--- src/rtl/ddr_rd_sched.sv ---
// ddr_rd_sched: credit-limited read command scheduler for a DDR ring buffer
module ddr_rd_sched #(
    parameter int ADDR_W     = 27,
    parameter int BASE_ADDR  = 0,
    parameter int RING_WORDS = 1024,
    parameter int ADDR_STEP  = 8,
    parameter int MAX_OUT    = 8
) (
    input  logic                          rd_clk,
    input  logic                          rst,
    input  logic                          enable,
    input  logic                          flush,
    input  logic                          word_commit,
    input  logic                          word_consumed,
    input  logic                          fifo_full,
    output logic                          cmd_req,
    output logic [ADDR_W-1:0]             cmd_addr,
    input  logic                          cmd_ack,
    output logic [$clog2(RING_WORDS):0]   avail_cnt,
    output logic [$clog2(MAX_OUT):0]      outstanding,
    output logic [2:0]                    err_flags
);
    localparam int IW = RING_WORDS > 1 ? $clog2(RING_WORDS) : 1;
    localparam int AW = $clog2(RING_WORDS) + 1;
    localparam int OW = $clog2(MAX_OUT) + 1;

    typedef enum logic [3:0] {
        IDLE  = 4'b0001,
        ISSUE = 4'b0010,
        GAP   = 4'b0100,
        FLUSH = 4'b1000
    } state_t;

    state_t        state, nxt;
    logic          pend;
    logic [IW-1:0] rd_idx;
    logic          ack, com, con, ring_full, can_issue;

    // Only an ack during ISSUE counts; commit/consume are dropped while flushing
    assign ack       = state == ISSUE && cmd_ack;
    assign com       = word_commit && state != FLUSH;
    assign con       = word_consumed && state != FLUSH;
    assign ring_full = avail_cnt == AW'(RING_WORDS);
    assign can_issue = enable && avail_cnt != '0 && outstanding < OW'(MAX_OUT) && !pend;
    assign cmd_addr  = ADDR_W'(BASE_ADDR) + ADDR_W'(rd_idx) * ADDR_W'(ADDR_STEP);

    // Next state and command request; a request is never withdrawn before its ack
    always_comb begin
        nxt     = IDLE;
        cmd_req = 1'b0;
        case (state)
            IDLE:  nxt = flush ? FLUSH : can_issue ? ISSUE : IDLE;
            ISSUE: begin
                cmd_req = 1'b1;
                nxt     = !cmd_ack ? ISSUE : (pend || flush) ? FLUSH : GAP;
            end
            GAP:   nxt = flush ? FLUSH : IDLE;
            default: nxt = IDLE;
        endcase
    end

    // State register
    always_ff @(posedge rd_clk) begin
        state <= rst ? IDLE : nxt;
    end

    // Credit counters, ring read index, deferred flush and sticky error flags
    always_ff @(posedge rd_clk) begin
        if (rst) begin
            pend        <= 1'b0;
            rd_idx      <= '0;
            avail_cnt   <= '0;
            outstanding <= '0;
            err_flags   <= '0;
        end else begin
            pend        <= state == FLUSH ? 1'b0 : pend | (state == ISSUE && flush);
            rd_idx      <= state == FLUSH ? '0 :
                           !ack ? rd_idx :
                           rd_idx == IW'(RING_WORDS - 1) ? '0 : rd_idx + 1'b1;
            avail_cnt   <= state == FLUSH ? '0 :
                           (com && !ack && !ring_full) ? avail_cnt + 1'b1 :
                           (ack && !com) ? avail_cnt - 1'b1 : avail_cnt;
            outstanding <= state == FLUSH ? '0 :
                           (ack && !con) ? outstanding + 1'b1 :
                           (con && !ack && outstanding != '0) ? outstanding - 1'b1 : outstanding;
            err_flags   <= err_flags | {fifo_full,
                                        con && !ack && outstanding == '0,
                                        com && !ack && ring_full};
        end
    end
endmodule
--- config.mk ---
export PLATFORM = sky130hd
export DESIGN_NAME = ddr_rd_sched
export DESIGN_NICKNAME = d
export VERILOG_FILES = /design/src/rtl/ddr_rd_sched.sv
export SDC_FILE = /design/constraint.sdc
export NUM_CORES = 1
export LEC_CHECK = 0
export CORE_MARGIN = 2
export CORE_UTILIZATION = 29
export CTS_CLUSTER_DIAMETER = 30
export DETAILED_ROUTE_END_ITERATION = 8
export PLACE_DENSITY_LB_ADDON = 0.25
export SYNTH_ARGS = -nofsm -noshare
export SYNTH_HDL_FRONTEND = slang
export SYNTH_SLANG_ARGS = --single-unit
--- constraint.sdc ---
create_clock -name rd_clk -period 3 [get_ports rd_clk]
set_input_delay 0.45 -clock rd_clk [delete_from_list [all_inputs] [get_ports rd_clk]]
set_output_delay 0.45 -clock rd_clk [all_outputs]
set_load 0.05 [all_outputs]
==> metrics, run 1 <==
PD cells=roughly 980 nW/um2; run status=finished, final reports clean; Hold Fails Final Rpt=0; gr ovfl total=0; slew at the pin closest to its max-slew limit=roughly 710 ps; Detail Route Antenna Nets=0; Iter 0 DRT Violations=82; count leader, synth=dfxtp_1; crit share post-route=0.946; DR vias=about 1900; Ys Warns=0; Worst Setup Slack post-DPL=-191 ps; startpoint types=input pin; Horiz. Die Dim=89.2 um; Multi-input gate area=around 1300 um2; DIE AREA=between 7000 and 8000 um2; clock sink total=33; final design utilization=0.396; ys flop type=dfxtp_1; CTS buffer count=5; vias in the first global route=about 1800; placed cell count=slightly above 400; DPL Wire Length=3.95 mm; Max Fanout on Critical Path=10; Critical path origin=cmd_ack; Syn Inst Count=251; peak supply drop=between 300 and 400 uV; Area contributors post-synth=dfxtp_1, ha_1, buf_4; Reg clk slew, reported paths=roughly 70 ps; Area Overhead vs Synth=34.2%; share of the synthesized area in the top cell type=0.314; Yosys top cell by area=dfxtp_1; FF/Latch Area=roughly 660 um2; initial antenna violation count=0; Pleak=between 1 and 1.5 nW; RSZ-0062 raised after global routing=no; final slew viol count=0; Cell variety after synth=49; Max-slew headroom=0.524; Pre-antenna DRT Iters=4; clk_lat worst skew=290 ps; worst hold path depth=2; drt drc=0; Yosys reg bits=33; Total GRT Usage=0.139; Reg2Reg Depth=12; sequential area share after synthesis=0.314; Initial Util=0.295; io pins=between 50 and 60; drt total wl=around 5 mm; H-Tree Depth=2; CTS tree=yes; most frequent cells after synthesis=dfxtp_1, nor2_1, nand2_1; hold_sp=err_flags[2]; WL per Instance=12.3 um; fill count=around 740; worst hold path type=reg2reg; row count=31; Worst EP arrival=about 3000 ps; Mapped Area=~2100 um2; final worst slack=between 150 and 200 ps; setup TNS=0 ps; pin count of the biggest net entering global routing=16; share of flip-flops with an asynchronous set or reset=0; clock skew=4.28 ps; maxcap violations=0; share of cells above drive strength 1=0.154; RR Startpoint=avail_cnt[4]; vias per cell=~4.6; Clock Path Buffers=2; Post-CTS Setup Inserts=0; first-pass GRT wire length=between 8 and 9 mm; count of final setup violators=0; syn_area_per_cell=~8.4 um2; core area=just over 7000 um2; DIE HEIGHT=roughly 90 um; Max Clock Freq=352 MHz; hold_buf cts=0; Critical Path RT=roughly 3200 ps; port bufs=36; Post-synth EDFFs=0; Final min period=around 2800 ps; Final Instance Count excl. Fillers=417; NumNets Final=341; n_diodes=0; Root Buffer=clkbuf_8; Tot Pwr=approximately 0.0028 W; crit end category=flop; kind of critical path=in2reg; RD Place Congestion=around 0.8
## area by class of cell
cell class | count | share of cell area
tap | 99 | 0.0438
clock inverter | 2 | 0.0124
sequential | 33 | 0.234
timing repair buffer | 66 | 0.207
clock buffer | 5 | 0.0244
multi-input combinational | 202 | 0.465
inverter | 10 | 0.0133
## layout by cell type (no fill, tap or decap), drive strengths merged, types with 3 or more instances in the layout
cell,netlist,routed
a211oi,4,4
a21o,9,9
a21oi,14,14
a31oi,4,4
and3,4,4
buf,20,30
clkbuf,2,5
clkdlybuf4s50,0,36
conb,1,17
dfxtp,33,33
ha,13,13
inv,10,10
nand2,25,25
nand3,10,10
nand4,7,7
nor2,27,27
nor3,4,4
nor4,3,3
o21ai,10,10
o22ai,3,3
or3,3,3
xnor2,7,7
xor2,10,10
## repair_timing
item | 4_1_cts | 5_1_grt
hold endpoints to repair | 0 | 0
resized for setup | 0 | 3
endpoints found under the setup margin | 0 | 5
## state kept, by name (all words and copies together), names as in the netlist
| signal | flops |
|---|---|
| outstanding | 4 |
| state | 4 |
| rd_idx | 10 |
| avail_cnt | 11 |
| pend | 1 |
| err_flags | 3 |
## logic make-up after synthesis
family	synth area share
AO/OA/AOI/OAI	0.176
XOR/XNOR	0.0707
adder cells (fa/ha/maj)	0.0963
buffers and inverters	0.0963
flip-flops	0.314
multiplexers	0.00951
other	0.00178
AND/OR/NAND/NOR	0.235
## per-layer routing
metal | vias to the layer above | GRT usage | part of all wire
met2 | 47 | 0.215 | 0.47
met5 | - | 0 | 0
met3 | 5 | 0.0323 | 0.040
met1 | 890 | 0.184 | 0.48
li1 | 989 | - | -
met4 | 0 | 0.0611 | 0.012
## where the power goes
group | switching (W) | leakage (nW) | total [W] | internal, W
Combinational | 0.000948 | 0.889 | 0.00169 | 0.000746
Clock | 0.000176 | 0.0540 | 0.000417 | 0.000242
Sequential | 0.000109 | 0.270 | 0.000650 | 0.000541
Total | 0.00123 | 1.21 | 0.00276 | 0.00153
## critical path: stages
cell and delay, ps:
clkdlybuf4s50_1 470, and3b_2 250, o31ai_2 270, nand2_1 80
buf_4 180, ha_1 320, and3b_1 190, o21a_1 190
o21ai_0 140, or3b_1 350, a21oi_1 140
## per-stage QoR
| stage | hold slack, ps | cell area, um2 |
|---|---|---|
| 2_1_floorplan | 443 | 2160 |
| 3_3_place_gp | 453 | 2710 |
| 3_5_place_dp | 468 | 2710 |
| 4_1_cts | 484 | 2810 |
| 5_1_grt | 528 | 2830 |
| 6_report | 479 | 2830 |
## worst paths after layout
kind	to	slack (ps)
worst max register to register	avail_cnt[6]	300
worst max-delay path	avail_cnt[6]	160
worst min-delay path	err_flags[2]	480
worst min register to register	err_flags[2]	480
(Power assumes the default switching activity.)
==> run 2: changes to the inputs <==
--- a/config.mk
+++ b/config.mk
@@ -5,11 +5,12 @@
 export SDC_FILE = /design/constraint.sdc
 export NUM_CORES = 1
 export LEC_CHECK = 0
+export CAP_MARGIN = 10
 export CORE_MARGIN = 2
-export CORE_UTILIZATION = 29
+export CORE_UTILIZATION = 40
 export CTS_CLUSTER_DIAMETER = 30
 export DETAILED_ROUTE_END_ITERATION = 8
-export PLACE_DENSITY_LB_ADDON = 0.25
+export PLACE_DENSITY = 0.73
 export SYNTH_ARGS = -nofsm -noshare
 export SYNTH_HDL_FRONTEND = slang
 export SYNTH_SLANG_ARGS = --single-unit
==> metrics, run 2 (synthesized netlist as in run 1, its figures left out) <==
run status=finished, final reports clean; Worst Setup Slack post-DPL=-158 ps; share of cells above drive strength 1=0.150; Max-slew headroom=0.576; Worst Path Buf+Inv=1; startpoint types=input pin; Clock Path Buffers=2; Final Instance Count excl. Fillers=389; critical path cell sequence=clkdlybuf4s50_1 > and3b_2 > o31ai_2 > nand2_2 > ha_1 > and3b_1 > o21a_1 > o21ai_0 > or3b_1 > a21oi_1; RD Place Congestion=0.902; slew at the pin closest to its max-slew limit=about 640 ps; fill count=508; H-Tree Depth=2; vias in the first global route=roughly 1800; max reg flops=11; Critical path origin=cmd_ack; RR Startpoint=avail_cnt[2]; commonest non-fill, non-tap cell in the layout=clkdlybuf4s50_1; crit share post-route=0.925; Reg clk slew, reported paths=70 ps; Worst EP arrival=just under 3000 ps; PD cells=994 nW/um2; placed cell count=approximately 380; Final min period=about 2800 ps; final slew viol count=0; RSZ-0062 raised after global routing=no; clock skew=6.58 ps; top flop regs=avail_cnt (11), rd_idx (10); largest register by flop count=avail_cnt; final worst slack=226 ps; Pre-antenna DRT Iters=4; first-pass GRT wire length=8.20 mm; drt drc=0; worst hold path type=reg2reg; hold_sp=err_flags[2]; NumNets Final=between 300 and 400; Pleak=approximately 1.2 nW; Hold Fails Final Rpt=0; r2r endpoint=avail_cnt[8]; count of final setup violators=0; FF/Latch Area=between 600 and 700 um2; DIE HEIGHT=roughly 77 um; Initial Util=0.412; vias per cell=4.97; Root Buffer=clkbuf_8; row count=26; Horiz. Die Dim=about 77 um; Total GRT Usage=0.173; WL per Instance=roughly 12 um; n_diodes=0; CTS buffer count=5; Multi-input gate area=~1300 um2; most frequent cells in the layout=clkdlybuf4s50_1, dfxtp_1, buf_4; worst reg-to-reg setup slack=~240 ps; Reg2Reg Depth=12; gr ovfl total=0; Tot Pwr=0.00278 W; port bufs=36; Detail Route Antenna Nets=0; Critical Path RT=about 3200 ps; DPL Wire Length=3.74 mm; Max Clock Freq=approximately 360 MHz; initial antenna violation count=0; DR vias=1935; Max Fanout on Critical Path=9; drt total wl=4.76 mm; crit end category=flop; crit path to=avail_cnt[6]; io pins=54; CTS tree=yes; DIE AREA=roughly 6000 um2; clk_lat worst skew=~290 ps; WP depth=10; maxcap violations=0; pin count of the biggest net entering global routing=16; Iter 0 DRT Violations=around 120; CP peak stage delay=between 400 and 500 ps; Area Overhead vs Synth=32.6%; kind of critical path=in2reg; peak supply drop=437 uV; core area=5110 um2; clock sink total=33; kind of cell adding the most delay to the critical path=simple AND/OR/NAND/NOR gates; Critical Path Slowest Stage Cell=clkdlybuf4s50_1
run 2: cell types whose count changed in the layout (fill, tap and decap cells not counted), sizes merged:
cell / change
clkbuf: +2
clkinv: -1
run 2: metal layers:
metal	track usage	share of wire	vias up
met2	0.294	0.49	47
li1	-	-	996
met5	0	0	-
met4	0.0727	0.020	0
met1	0.213	0.45	883
met3	0.0367	0.042	9
run 2: worst register-to-register path: cells and delay by family (launching register included):
family | cells | cell delay, ps
adders and majority gates | 1 | 400
DFF | 1 | 350
buffers and inverters | 3 | 410
xor gates and xnor gates | 1 | 160
and+or+nand+nor | 5 | 1020
AOI/OAI and AO/OA | 2 | 310
run 2: cell type report:
class                      instances  area share
multi-input combinational        202       0.467
sequential                        33       0.237
timing repair buffer              66       0.210
tap                               70      0.0314
clock buffer                       7      0.0309
inverter                          10      0.0134
clock inverter                     1      0.0108
run 2: how the worst min path moves through the flow:
stage	end	slack (ps)	cells past startpoint
after floorplan	state[2]	440	1
after global placement	err_flags[2]	450	2
after detailed placement	err_flags[2]	470	2
after CTS	err_flags[2]	490	2
after global routing	state[2]	520	1
final	err_flags[2]	480	2
run 2: power by group:
part | leakage [nW] | total (W) | internal, W | switching, W
sequential | 0.270 | 0.000645 | 0.000541 | 0.000104
combinational | 0.887 | 0.00169 | 0.000748 | 0.000945
clock | 0.0585 | 0.000437 | 0.000271 | 0.000167
run 2: repair_timing:
item,CTS,global route
setup endpoints to repair,0,5
setup buffers,0,0
resized for setup,0,1
hold buffers,0,0
run 2: stage by stage:
stage	TNS, ps	util	hold slack, ps	area (um2)
after floorplan	0	-	443	2160
after global placement	-552	0.523	451	2670
after detailed placement	-817	0.523	465	2670
after CTS	0	0.546	490	2790
after global routing	0	0.547	521	2790
final	0	0.547	482	2790
